File: config.mk
export PLATFORM = sky130hd
export DESIGN_NAME = psum_requant
export DESIGN_NICKNAME = d
export VERILOG_FILES = /design/src/rtl/npu_quant_pkg.sv /design/src/rtl/requant_round_clamp.sv /design/src/rtl/psum_requant.sv
export SDC_FILE = /design/constraint.sdc
export NUM_CORES = 2
export LEC_CHECK = 0
export ABC_AREA = 0
export BUFFER_PORTS_ARGS = -buffer_cell sky130_fd_sc_hd__buf_2
export CAP_MARGIN = 10
export CORE_ASPECT_RATIO = 0.8
export CORE_MARGIN = 8
export CORE_UTILIZATION = 64
export DETAILED_ROUTE_END_ITERATION = 10
export HOLD_SLACK_MARGIN = 0.1
export PLACE_DENSITY = 0.89
export RECOVER_POWER = 25
export SYNTH_ARGS = -nofsm -noshare
export SYNTH_HDL_FRONTEND = slang
export SYNTH_SLANG_ARGS = --single-unit
File: constraint.sdc
create_clock -name clk -period 16.15 [get_ports clk]
set_input_delay 3.23 -clock clk [delete_from_list [all_inputs] [get_ports clk]]
set_output_delay 3.23 -clock clk [all_outputs]
set_load 0.01 [all_outputs]
File: src/rtl/npu_quant_pkg.sv
// Shared widths, zero-point constants and saturating accumulate helper
// for the requantization datapath.
package npu_quant_pkg;

  localparam int ACC_W  = 32;
  localparam int PROD_W = 64;
  localparam logic [7:0] QZP = 8'd128;
  localparam int QMIN = 0;
  localparam int QMAX = 255;

  // Signed add that pins to the 32-bit range instead of wrapping.
  function automatic logic signed [ACC_W-1:0] sat32(
    input logic signed [ACC_W-1:0] a,
    input logic signed [ACC_W-1:0] b
  );
    logic [ACC_W:0] s;
    s = {a[ACC_W-1], a} + {b[ACC_W-1], b};
    if (s[ACC_W] != s[ACC_W-1])
      sat32 = s[ACC_W] ? 32'sh8000_0000 : 32'sh7FFF_FFFF;
    else
      sat32 = s[ACC_W-1:0];
  endfunction

endpackage

File: src/rtl/requant_round_clamp.sv
// Combinational requant tail: round-half-up arithmetic shift of the
// 64-bit product, add the 128 zero point and clamp to the uint8 range.
module requant_round_clamp
  import npu_quant_pkg::*;
#(
  parameter int SHIFT_W = 6
) (
  input  logic signed [PROD_W-1:0] prod,
  input  logic [SHIFT_W-1:0]       shift,
  input  logic                     relu,
  output logic [7:0]               q
);

  logic signed [PROD_W:0] ext;
  logic signed [PROD_W:0] rnd;
  logic signed [PROD_W:0] r;
  logic signed [PROD_W:0] biased;
  logic signed [PROD_W:0] lo;
  logic signed [PROD_W:0] hi;

  // One extra bit of headroom keeps the rounding add from overflowing.
  always_comb begin
    ext    = {prod[PROD_W-1], prod};
    rnd    = '0;
    if (shift != '0)
      rnd = 65'sd1 <<< (shift - SHIFT_W'(1));
    r      = (ext + rnd) >>> shift;
    biased = r + $signed({57'd0, QZP});
    lo     = relu ? $signed({57'd0, QZP}) : 65'(QMIN);
    hi     = 65'(QMAX);
    if (biased > hi)
      q = 8'(QMAX);
    else if (biased < lo)
      q = lo[7:0];
    else
      q = biased[7:0];
  end

endmodule

File: src/rtl/psum_requant.sv
// Accumulates groups of PE partial sums and requantizes each group to a
// zero-point-128 uint8 activation behind a valid/ready output.
module psum_requant
  import npu_quant_pkg::*;
#(
  parameter int LEN_W   = 8,
  parameter int SHIFT_W = 6
) (
  input  logic                     clk,
  input  logic                     rst,
  input  logic signed [ACC_W-1:0]  in_opsum,
  input  logic                     in_valid,
  output logic                     in_ready,
  input  logic [LEN_W-1:0]         cfg_acc_len,
  input  logic signed [ACC_W-1:0]  cfg_mult,
  input  logic [SHIFT_W-1:0]       cfg_shift,
  input  logic                     cfg_relu,
  output logic [7:0]               out_data,
  output logic                     out_valid,
  input  logic                     out_ready,
  output logic                     busy
);

  logic                     en;
  logic                     accept;
  logic                     last;
  logic [LEN_W-1:0]         cnt;
  logic [LEN_W-1:0]         len_q;
  logic [LEN_W-1:0]         eff_len;
  logic signed [ACC_W-1:0]  acc;
  logic signed [ACC_W-1:0]  mult_q;
  logic [SHIFT_W-1:0]       shift_q;
  logic                     relu_q;
  logic                     a_valid;
  logic signed [PROD_W-1:0] prod_d;
  logic signed [PROD_W-1:0] prod;
  logic [SHIFT_W-1:0]       b_shift;
  logic                     b_relu;
  logic                     b_valid;
  logic [7:0]               q;

  // The whole pipeline moves as one; a stalled output freezes every stage.
  assign en       = ~out_valid | out_ready;
  assign in_ready = en;
  assign accept   = in_valid & en;
  assign busy     = (cnt != '0) | a_valid | b_valid | out_valid;

  // The first beat of a group sees the live config; later beats use the captured length.
  always_comb begin
    eff_len = len_q;
    if (cnt == '0)
      eff_len = (cfg_acc_len == '0) ? LEN_W'(1) : cfg_acc_len;
    last = (cnt == eff_len - LEN_W'(1));
  end

  always_ff @(posedge clk or posedge rst) begin
    if (rst) begin
      cnt     <= '0;
      acc     <= '0;
      a_valid <= 1'b0;
      len_q   <= '0;
      mult_q  <= '0;
      shift_q <= '0;
      relu_q  <= 1'b0;
    end else if (en) begin
      a_valid <= accept & last;
      if (accept) begin
        if (cnt == '0) begin
          acc     <= in_opsum;
          len_q   <= eff_len;
          mult_q  <= cfg_mult;
          shift_q <= cfg_shift;
          relu_q  <= cfg_relu;
        end else begin
          acc <= sat32(acc, in_opsum);
        end
        cnt <= last ? '0 : cnt + LEN_W'(1);
      end
    end
  end

  // Config registers still hold this group's values when stage B samples them.
  assign prod_d = $signed({{(PROD_W-ACC_W){acc[ACC_W-1]}}, acc})
                * $signed({{(PROD_W-ACC_W){mult_q[ACC_W-1]}}, mult_q});

  always_ff @(posedge clk or posedge rst) begin
    if (rst) begin
      prod    <= '0;
      b_shift <= '0;
      b_relu  <= 1'b0;
      b_valid <= 1'b0;
    end else if (en) begin
      b_valid <= a_valid;
      if (a_valid) begin
        prod    <= prod_d;
        b_shift <= shift_q;
        b_relu  <= relu_q;
      end
    end
  end

  requant_round_clamp #(
    .SHIFT_W (SHIFT_W)
  ) u_round_clamp (
    .prod  (prod),
    .shift (b_shift),
    .relu  (b_relu),
    .q     (q)
  );

  always_ff @(posedge clk or posedge rst) begin
    if (rst) begin
      out_valid <= 1'b0;
      out_data  <= '0;
    end else if (en) begin
      out_valid <= b_valid;
      if (b_valid)
        out_data <= q;
    end
  end

endmodule

==> flow_metrics.env <==
export IMPL_status="finished, violations left"
export IMPL_violations="capacitance limit, slew limit"
export IMPL_clock_sinks=169
export IMPL_grt_first_pass_wirelength_um=317000
export IMPL_drcViolationCount=0
export IMPL_viasPerCell=6.64
export IMPL_relSlewSlack_pct=-186
export IMPL_fillers=7073
export IMPL_wl_per_cell_um=25.1
export IMPL_rr_worst_depth=29
export IMPL_worst_path_stages=29
export IMPL_dieArea_um2=100000
export IMPL_final_util_pct=67.0
export IMPL_drive_above_1_share_pct=5.72
export IMPL_setup_viol=0
export IMPL_fin_skew_ns=0.0271
export IMPL_crit_reg2reg_launch="b_shift[2]"
export IMPL_numCtsBuffers=17
export IMPL_final_net_count=8339
export IMPL_rsz0062_at_grt="no"
export IMPL_r2r_setup_slack_ns=4.51
export IMPL_r2r_end="out_data[7]"
export IMPL_die_x_um=352
export IMPL_root_buffer="clkbuf_16"
export IMPL_max_freq_ghz=0.0859
export IMPL_cp_endpoint="out_data[7]"
export IMPL_cp_max_fo=40
export IMPL_cpPeakStageDelay_ns=1.03
export IMPL_wirelength_um=204000
export IMPL_ctsResizeCount=0
export IMPL_boundaryPins=94
export IMPL_critPathTopFamily="simple AND/OR/NAND/NOR gates"
export IMPL_place_congestion=1.11
export IMPL_hold_violations=0
export IMPL_h_tree_depth=4
export IMPL_fp_coreArea_um2=89500
export IMPL_route_vias_total=53800
export IMPL_crit_path_start_kind="flip-flop"
export IMPL_netlist_instances=7049
export IMPL_hold_buffers=0
export IMPL_min_path_type="flip-flop to flip-flop"
export IMPL_clk_pin_slew_ns=0.08
export IMPL_cts_buffer_depth=2
export IMPL_synth_area_um2=57900
export IMPL_synth_flop_cell="dfrtp_1"
export IMPL_grt_pass1_vias=56100
export IMPL_max_slew_worst_pin_slew_ns=4.27
export IMPL_synth_area_per_cell_um2=8.22
export IMPL_detail_route_antenna_nets=0
export IMPL_final_area_um2=60000
export IMPL_syn_num_nets=8501
export IMPL_seqCellArea_um2=4230
export IMPL_dpl_cell_area_um2=59300
export IMPL_startpoint="b_shift[2]"
export IMPL_synth_edf_count=0
export IMPL_first_pass_iters=9
export IMPL_ys_seq_area_share_pct=7.30
export IMPL_path_buf_inv=5
export IMPL_area_growth_pct=3.46
export IMPL_cp_required_ns=16.53
export IMPL_hpwl_um=161000
export IMPL_synth_async_reset_ratio_pct=100
export IMPL_yosysWarnings=0
export IMPL_postCtsSetupBuffers=0
export IMPL_final_min_clock_period_ns=11.64
export IMPL_drtIter0Drc=7564
export IMPL_io_buffers=93
export IMPL_synth_cell_types=120
export IMPL_cap_violations=2
export IMPL_overflow=0
export IMPL_maxSlewViolCount=126
export IMPL_fin_crit_sh_pct=72.0
export IMPL_cp_end_kind="flip-flop"
export IMPL_multi_input_area_um2=47700
export IMPL_die_height_um=285
export IMPL_min_from="out_data[3]"
export IMPL_grt_max_degree=93
export IMPL_clk_latency_ns=0.54
export IMPL_slowest_stage="a2111oi_0"
export IMPL_critPathKind="flip-flop to flip-flop"
export IMPL_tns_ns=0
export IMPL_grt_antenna_before_repair=7
export IMPL_ys_seq_elements=169
export IMPL_start_util_pct=64.7
export IMPL_worstPathArrival_ns=12.02
export IMPL_cts_tree="built"
export IMPL_grtUsageTotal_pct=40.2
export IMPL_rows=98
[flip-flops by register name (all words and copies together) (netlist names)]
register,flops
relu_q,1
out_valid,1
b_shift,6
b_valid,1
shift_q,6
out_data,8
b_relu,1
mult_q,32
len_q,8
cnt,8
acc,32
prod,64
a_valid,1
[cell usage after synthesis (66+ instances only)]
library cell	number	area share, %
o21ai_0	227	2.0
ha_1	285	6.2
xor2_1	66	1.0
a21o_1	72	0.93
nand2_1	1275	8.3
a21oi_1	258	2.2
fa_1	1084	37
nand3_1	84	0.73
nor2_1	334	2.2
nand4_1	73	0.79
clkbuf_1	335	2.2
nor3_1	95	0.82
inv_1	1203	7.8
nand2b_1	70	0.76
xnor2_1	103	1.6
and2_1	262	2.8
dfrtp_1	169	7.3
mux2i_1	66	1.1
[worst reg2reg max path: cells and delay by family, from the launching register on]
family | cells | cell delay (ns)
simple gates | 11 | 5.65
compound gates | 10 | 3.35
buf+inv | 5 | 1.28
fa+ha+maj | 2 | 0.60
flops | 1 | 0.37
xor+xnor | 1 | 0.24
[through the flow]
| step | instances | worst slack [ns] | hold WS [ns] |
|---|---|---|---|
| finish | 8104 | 4.51 | 0.481 |
| global route | 8101 | 4.27 | 0.508 |
| CTS | 8097 | 5.31 | 0.486 |
| detailed placement | 8065 | 5.36 | 0.469 |
| global placement | 8065 | 5.60 | 0.456 |
| floorplan | 7049 | 7.54 | 0.442 |
[cell families (layout without fill, tap and decap cells)]
family / after synthesis / after routing / synth area share (%)
adder cells (fa/ha/maj): 1370 / 1370 / 43.6
multiplexers: 119 / 119 / 2.48
buffers and inverters: 1597 / 1448 / 10.5
XOR/XNOR: 169 / 169 / 2.55
AND/OR/NAND/NOR: 2441 / 2441 / 19.5
other: 1 / 5 / 0.00647
AO/OA/AOI/OAI: 1183 / 1183 / 14.0
flip-flops: 169 / 169 / 7.30
[cells in the final DEF, fill, tap and decap left out, drive strengths merged, types with 29 or more instances in the layout]
master / count
nand2: 1276
inv: 1210
fa: 1084
nor2: 335
ha: 285
a21oi: 267
and2: 262
o21ai: 254
buf: 211
dfrtp: 169
xnor2: 103
nor3: 103
nand3: 85
nand4: 77
a21o: 72
nand2b: 70
mux2i: 66
xor2: 66
o211ai: 65
a211oi: 53
and3: 47
o21a: 45
nor4: 40
a31oi: 37
mux2: 37
or3: 34
a22oi: 33
o31ai: 30
o22ai: 29
[worst min-delay path by stage]
stage                             end  cells after the start  slack [ns]
after floorplan                relu_q                      2        0.44
after global placement     shift_q[5]                      2        0.46
after detailed placement  out_data[3]                      2        0.47
after CTS                 out_data[3]                      2        0.49
after global routing      out_data[1]                      2        0.51
final                     out_data[3]                      2        0.48
[per-layer routing]
metal  global-route usage (%)  up-vias  routed length, um  share of wire, %
met5                    0.666        -                132             0.065
met4                     18.2        6              11200               5.5
met3                     15.5      986              30700                15
met2                     59.5     4154              86400                42
met1                     52.3    26300              75100                37
li1                         -    22300                  -                 -
[final cells by class]
type / instances / area share, %
multi-input cells: 5283 / 79.5
inverters: 1204 / 7.54
flip-flops and latches: 169 / 7.06
well taps: 1200 / 2.50
repair buffers: 212 / 2.32
clock buffers: 18 / 0.733
clock inverters: 14 / 0.292
diodes: 4 / 0.0167
Power is not shown: default switching activity piles up to over one toggle a cycle in this logic, so the estimate is an artifact.
